[config.mk]
export PLATFORM = sky130hd
export DESIGN_NAME = mem_arbiter_flat
export DESIGN_NICKNAME = d
export VERILOG_FILES = /design/src/rtl/mem_arbiter_if.sv /design/src/rtl/mem_arbiter.sv /design/src/flat_wrapper.sv
export SDC_FILE = /design/constraint.sdc
export NUM_CORES = 1
export LEC_CHECK = 0
export CORE_MARGIN = 5
export CORE_UTILIZATION = 25
export DETAILED_ROUTE_END_ITERATION = 6
export PLACE_DENSITY = 0.81
export SLEW_MARGIN = 20
export SYNTH_ARGS = -nofsm -noshare
export SYNTH_HDL_FRONTEND = slang
export SYNTH_SLANG_ARGS = --single-unit
[constraint.sdc]
create_clock -name clk -period 2.8 [get_ports clk]
set_clock_uncertainty 0.15 [all_clocks]
set_input_delay 0.56 -clock clk [delete_from_list [all_inputs] [get_ports clk]]
set_output_delay 0.56 -clock clk [all_outputs]
set_load 0.1 [all_outputs]
[src/rtl/mem_arbiter_if.sv]
// Cache/memory side bundle of mem_arbiter: both cache request ports, both return ports and the memory port.
interface mem_arbiter_if;
    logic        IRequest;
    logic [15:0] IAddress;
    logic        DRequest;
    logic [15:0] DAddress;
    logic        DWrite;
    logic [15:0] DWriteData;
    logic [15:0] IDataOut;
    logic        IStall;
    logic        IDataValid;
    logic [15:0] DDataOut;
    logic        DStall;
    logic        DDataValid;
    logic        MemEnable;
    logic        MemWrite;
    logic [15:0] MemAddress;
    logic [15:0] MemDataOut;
    logic [15:0] MemDataIn;
    logic        MemDataValid;

    modport slave (
        input  IRequest, IAddress, DRequest, DAddress, DWrite, DWriteData, MemDataIn, MemDataValid,
        output IDataOut, IStall, IDataValid, DDataOut, DStall, DDataValid,
        output MemEnable, MemWrite, MemAddress, MemDataOut
    );

    modport master (
        output IRequest, IAddress, DRequest, DAddress, DWrite, DWriteData, MemDataIn, MemDataValid,
        input  IDataOut, IStall, IDataValid, DDataOut, DStall, DDataValid,
        input  MemEnable, MemWrite, MemAddress, MemDataOut
    );
endinterface

[src/rtl/mem_arbiter.sv]
// Shares one multicycle memory between I-cache and D-cache, holding a grant until its reads drain.
// Define ROUND_ROBIN_EN to alternate winners on simultaneous requests instead of fixed D priority.
module mem_arbiter #(
    parameter int unsigned MEM_LATENCY = 4
) (
    input logic          clk,
    input logic          rst,
    mem_arbiter_if.slave bus
);
    localparam int unsigned CW = $clog2(MEM_LATENCY + 1);

    typedef enum logic [1:0] {IDLE, OWN_I, OWN_D} state_t;

    state_t        state;
    logic [CW-1:0] in_flight;
    logic [CW-1:0] in_flight_next;
    logic          owner_d;
    logic          can_read;
    logic          ret;
    logic          i_issue;
    logic          d_issue;
    logic          d_wr_issue;
    logic          rd_issue;
    logic          grant_d;

`ifdef ROUND_ROBIN_EN
    logic          last_d;
    assign grant_d = bus.DRequest & (~bus.IRequest | ~last_d);
`else
    assign grant_d = bus.DRequest;
`endif

    always_comb begin
        can_read   = in_flight < CW'(MEM_LATENCY);
        ret        = bus.MemDataValid & (in_flight != '0);
        i_issue    = (state == OWN_I) & bus.IRequest & can_read;
        d_issue    = (state == OWN_D) & bus.DRequest & (bus.DWrite | can_read);
        d_wr_issue = d_issue & bus.DWrite;
        rd_issue   = i_issue | (d_issue & ~bus.DWrite);
        in_flight_next = in_flight;
        if (rd_issue & ~ret)
            in_flight_next = in_flight + CW'(1);
        else if (ret & ~rd_issue)
            in_flight_next = in_flight - CW'(1);
    end

    // Outputs are forced low while reset is held so a mid-burst reset is silent immediately.
    always_comb begin
        bus.IStall     = ~rst & bus.IRequest & ~i_issue;
        bus.DStall     = ~rst & bus.DRequest & ~d_issue;
        bus.MemEnable  = ~rst & (i_issue | d_issue);
        bus.MemWrite   = ~rst & d_wr_issue;
        bus.MemAddress = '0;
        if (~rst & i_issue)
            bus.MemAddress = bus.IAddress;
        else if (~rst & d_issue)
            bus.MemAddress = bus.DAddress;
        bus.MemDataOut = (~rst & d_wr_issue) ? bus.DWriteData : '0;
        bus.IDataValid = ~rst & ret & ~owner_d;
        bus.DDataValid = ~rst & ret & owner_d;
        bus.IDataOut   = bus.IDataValid ? bus.MemDataIn : '0;
        bus.DDataOut   = bus.DDataValid ? bus.MemDataIn : '0;
    end

    always_ff @(posedge clk) begin
        if (rst) begin
            state     <= IDLE;
            in_flight <= '0;
            owner_d   <= 1'b0;
`ifdef ROUND_ROBIN_EN
            last_d    <= 1'b0;
`endif
        end else begin
            in_flight <= in_flight_next;
            case (state)
                IDLE: begin
                    if (grant_d) begin
                        state   <= OWN_D;
                        owner_d <= 1'b1;
`ifdef ROUND_ROBIN_EN
                        last_d  <= 1'b1;
`endif
                    end else if (bus.IRequest) begin
                        state   <= OWN_I;
                        owner_d <= 1'b0;
`ifdef ROUND_ROBIN_EN
                        last_d  <= 1'b0;
`endif
                    end
                end
                OWN_I: if (~bus.IRequest && in_flight_next == '0) state <= IDLE;
                OWN_D: if (~bus.DRequest && in_flight_next == '0) state <= IDLE;
                default: state <= IDLE;
            endcase
        end
    end
endmodule
[src/flat_wrapper.sv]
// flat-port wrapper written by rule: the top's interface ports become plain ports
module mem_arbiter_flat 
#(
    parameter int unsigned MEM_LATENCY = 4
)
  (clk, rst, bus_IRequest, bus_IAddress, bus_DRequest, bus_DAddress, bus_DWrite, bus_DWriteData, bus_MemDataIn, bus_MemDataValid, bus_IDataOut, bus_IStall, bus_IDataValid, bus_DDataOut, bus_DStall, bus_DDataValid, bus_MemEnable, bus_MemWrite, bus_MemAddress, bus_MemDataOut);
  mem_arbiter_if bus_i ();
  input logic clk;
  input logic rst;
  input wire logic [$bits(bus_i.IRequest)-1:0] bus_IRequest;
  input wire logic [$bits(bus_i.IAddress)-1:0] bus_IAddress;
  input wire logic [$bits(bus_i.DRequest)-1:0] bus_DRequest;
  input wire logic [$bits(bus_i.DAddress)-1:0] bus_DAddress;
  input wire logic [$bits(bus_i.DWrite)-1:0] bus_DWrite;
  input wire logic [$bits(bus_i.DWriteData)-1:0] bus_DWriteData;
  input wire logic [$bits(bus_i.MemDataIn)-1:0] bus_MemDataIn;
  input wire logic [$bits(bus_i.MemDataValid)-1:0] bus_MemDataValid;
  output wire logic [$bits(bus_i.IDataOut)-1:0] bus_IDataOut;
  output wire logic [$bits(bus_i.IStall)-1:0] bus_IStall;
  output wire logic [$bits(bus_i.IDataValid)-1:0] bus_IDataValid;
  output wire logic [$bits(bus_i.DDataOut)-1:0] bus_DDataOut;
  output wire logic [$bits(bus_i.DStall)-1:0] bus_DStall;
  output wire logic [$bits(bus_i.DDataValid)-1:0] bus_DDataValid;
  output wire logic [$bits(bus_i.MemEnable)-1:0] bus_MemEnable;
  output wire logic [$bits(bus_i.MemWrite)-1:0] bus_MemWrite;
  output wire logic [$bits(bus_i.MemAddress)-1:0] bus_MemAddress;
  output wire logic [$bits(bus_i.MemDataOut)-1:0] bus_MemDataOut;
  assign bus_i.IRequest = bus_IRequest;
  assign bus_i.IAddress = bus_IAddress;
  assign bus_i.DRequest = bus_DRequest;
  assign bus_i.DAddress = bus_DAddress;
  assign bus_i.DWrite = bus_DWrite;
  assign bus_i.DWriteData = bus_DWriteData;
  assign bus_i.MemDataIn = bus_MemDataIn;
  assign bus_i.MemDataValid = bus_MemDataValid;
  assign bus_IDataOut = bus_i.IDataOut;
  assign bus_IStall = bus_i.IStall;
  assign bus_IDataValid = bus_i.IDataValid;
  assign bus_DDataOut = bus_i.DDataOut;
  assign bus_DStall = bus_i.DStall;
  assign bus_DDataValid = bus_i.DDataValid;
  assign bus_MemEnable = bus_i.MemEnable;
  assign bus_MemWrite = bus_i.MemWrite;
  assign bus_MemAddress = bus_i.MemAddress;
  assign bus_MemDataOut = bus_i.MemDataOut;
  mem_arbiter #(.MEM_LATENCY(MEM_LATENCY)) u_core (.clk(clk), .rst(rst), .bus(bus_i));
endmodule
==> run_results.csv <==
group,metric,value,unit
yosys,async_reset_ff_frac,0,
setup_path,worstRegToRegCells,8,
floorplan,design.core.area,3970,sq um
layout,num-fill-cells,183,
clock_network,root_buffer,"clkbuf_8",
yosys,synth.cells.most_frequent,"48 x and2_1, 16 x a22o_1, 10 x nor2_1",
grt,grt_pass1_vias,1623,
yosys,ys_warn_count,0,
layout,final_net_count,355,
status,status,"finished clean",
yosys,yosysMostFrequentCell,"and2_1",
floorplan,dieWidth,73.9,um
job,cap_violations,0,
power,p_leak,1.41,nW
floorplan,start_util,0.257,
drt,drtPass1Iterations,4,
layout,utilization,0.853,
floorplan,dieArea,5460,sq um
placement,place_area,3320,sq um
setup_path,r2r_start,"u_core.in_flight[1]",
grt,antenna_found_initial,0,
drt,drt_wl_total,6690,um
grt,grt_max_degree,18,
timing,fin_ws,0.0823,ns
power,p_per_area,498,nW/um^2
drt,wl_per_cell,20.3,um
worst_hold_path,hold_class,"reg -> reg",
timing,hold_violations,0,
yosys,ys.flop_type,"dfxtp_1",
drt,vias,1647,
setup_path,crit_arrival,2.01,ns
setup_path,critPathLaunch,"rst",
clock_network,cts_buffers,3,
yosys,yosysSeqAreaShare,0.118,
placement,numPortBuffers,139,
clock_network,ctsHtreeMaxLevel,1,
clock_network,clk_latency,0.22,ns
layout,drive_gt1_frac,0.482,
timing,max_freq,368,MHz
floorplan,fp-row-count,23,
yosys,synth_largest_area_cell,"and2_1",
clock_network,clk_path_buf_depth,2,
grt,overflow,0,
yosys,synthTopCellsByArea,"and2_1 29%, a22o_1 14%, dfxtp_1 12%",
setup_path,regToRegSetupSlack,0.72,ns
timing,final-max-slew-violation-count,0,
yosys,netlist_area,1020,sq um
timing,tightest_slew,0.465,ns
placement,place_inst,326,
placement,globalplace.congestion,0.862,
grt,grt_pass1_wl,9340,um
timing,fin_crit_sh,0.971,
setup_path,crit_fanout,13,
yosys,synth.avg_cell_area,7.62,sq um
timing,setup_viol,0,
yosys,synth_cell_type_count,34,
timing,maxSlewHeadroom,0.688,
timing,setup-tns-final,0,ns
drt,final_antenna_net_count,0,
yosys,synth_edf_count,0,
drt,routed_via_density,4.99,
setup_path,cp-end-kind,"output port",
layout,final_area,3390,sq um
clock_network,cts_tree,"yes",
layout,multiInputGateArea,927,sq um
layout,seqCellArea,121,sq um
drt,drt-initial-drc-count,65,
grt,grt.total_usage,0.230,
clock_network,clk_pin_slew,0.03,ns
setup_path,reg2reg_to,"u_core.state[0]",
layout,fin_cells,330,
drt,drc,0,
floorplan,io_pins,140,
setup_path,critical_path.endpoint,"bus_MemAddress[1]",
yosys,synthCells,134,
setup_path,required,2.09,ns
yosys,syn_nets,207,
setup_path,critical_path_class,"in -> out",
layout,syn_to_final_growth,232,%
yosys,synth_seq_cells,6,
placement,pre_cts_slack,0.0349,ns
layout,antenna_cells,0,
placement,post-dp-hpwl,5980,um
power,ir_drop,0.463,mV
yosys,synth_top_area_frac,0.294,
timing,finalCriticalPeriod,2.72,ns
setup_path,startpoint_type,"input pin",
clock_network,cts_sinks,6,
floorplan,fp.dieH,73.9,um
-- sequential cells by signal (all words and copies together), names as in the netlist --
register	cells
u_core.in_flight	3
u_core.owner_d	1
u_core.state	2
-- layer usage --
| metal | vias up | GRT usage | part of all wire |
|---|---|---|---|
| met5 | - | 0 | 0 |
| met4 | 0 | 0.0905 | 0.043 |
| met3 | 22 | 0.0506 | 0.087 |
| met2 | 107 | 0.454 | 0.56 |
| met1 | 759 | 0.229 | 0.31 |
| li1 | 759 | - | - |
-- final cells by class --
class,instances,share of cell area
multi-input cells,114,0.274
repair buffers,151,0.653
clock buffers,3,0.0122
flip-flops and latches,6,0.0358
inverters,6,0.00664
well taps,50,0.0185
-- cell families after synthesis --
kind of cell	share of synthesized area
buf+inv	0.0576
simple gates	0.507
compound gates	0.256
fa+ha+maj	0.0368
xor+xnor	0.0245
flops	0.118
-- power by group --
part	switching, mW	internal, mW	total, mW
registers	0.0635	0.116	0.179
clock network	0.0313	0.0918	0.123
logic	0.820	0.567	1.39
-- metrics by stage --
stage	power [mW]	hold WS, ns
floorplan	1.02	0.347
global placement	1.51	0.383
detailed placement	1.56	0.411
CTS	1.68	0.425
global route	1.75	0.472
finish	1.69	0.405
-- worst max-delay path: stages --
cell             delay [ns]
clkdlybuf4s50_1        0.43
buf_4                  0.19
nor3_2                 0.20
buf_4                  0.22
a22o_1                 0.22
buf_12                 0.19
-- layout by cell type (no fill, tap or decap), drive strengths merged --
cell / Yosys / routed
nor2: 10 / 10
a211oi: 2 / 2
clkbuf: 3 / 3
o21ai: 2 / 2
a22o: 16 / 16
nand3: 2 / 2
clkdlybuf4s50: 0 / 69
buf: 5 / 82
or2: 1 / 1
ha: 3 / 3
a22oi: 1 / 1
nand4: 1 / 1
nand2: 2 / 2
and3: 1 / 1
dfxtp: 6 / 6
nor4: 1 / 1
nor2b: 1 / 1
o311ai: 1 / 1
nor3b: 3 / 3
a21boi: 1 / 1
xnor2: 2 / 2
or3: 2 / 2
a31oi: 2 / 2
nand4bb: 1 / 1
nand3b: 1 / 1
a21oi: 4 / 4
and2: 48 / 48
and4: 1 / 1
nor3: 5 / 5
inv: 6 / 6
-- worst min-delay path by stage --
stage                               from        endpoint  slack, ns  cells after the start
after floorplan           u_core.owner_d  u_core.owner_d       0.35                      2
after global placement    u_core.owner_d  u_core.owner_d       0.38                      2
after detailed placement  u_core.owner_d  u_core.owner_d       0.41                      2
after CTS                 u_core.owner_d  u_core.owner_d       0.42                      2
after global routing      u_core.owner_d  u_core.owner_d       0.47                      2
final                     u_core.owner_d  u_core.owner_d       0.40                      2
-- what timing repair did --
item | in CTS | in global routing
setup endpoints to repair | 0 | 29
buffers inserted | 0 | 1
gates resized for setup | 0 | 6
hold buffers | 0 | 0
No activity file was read; power rests on OpenSTA's default activity.
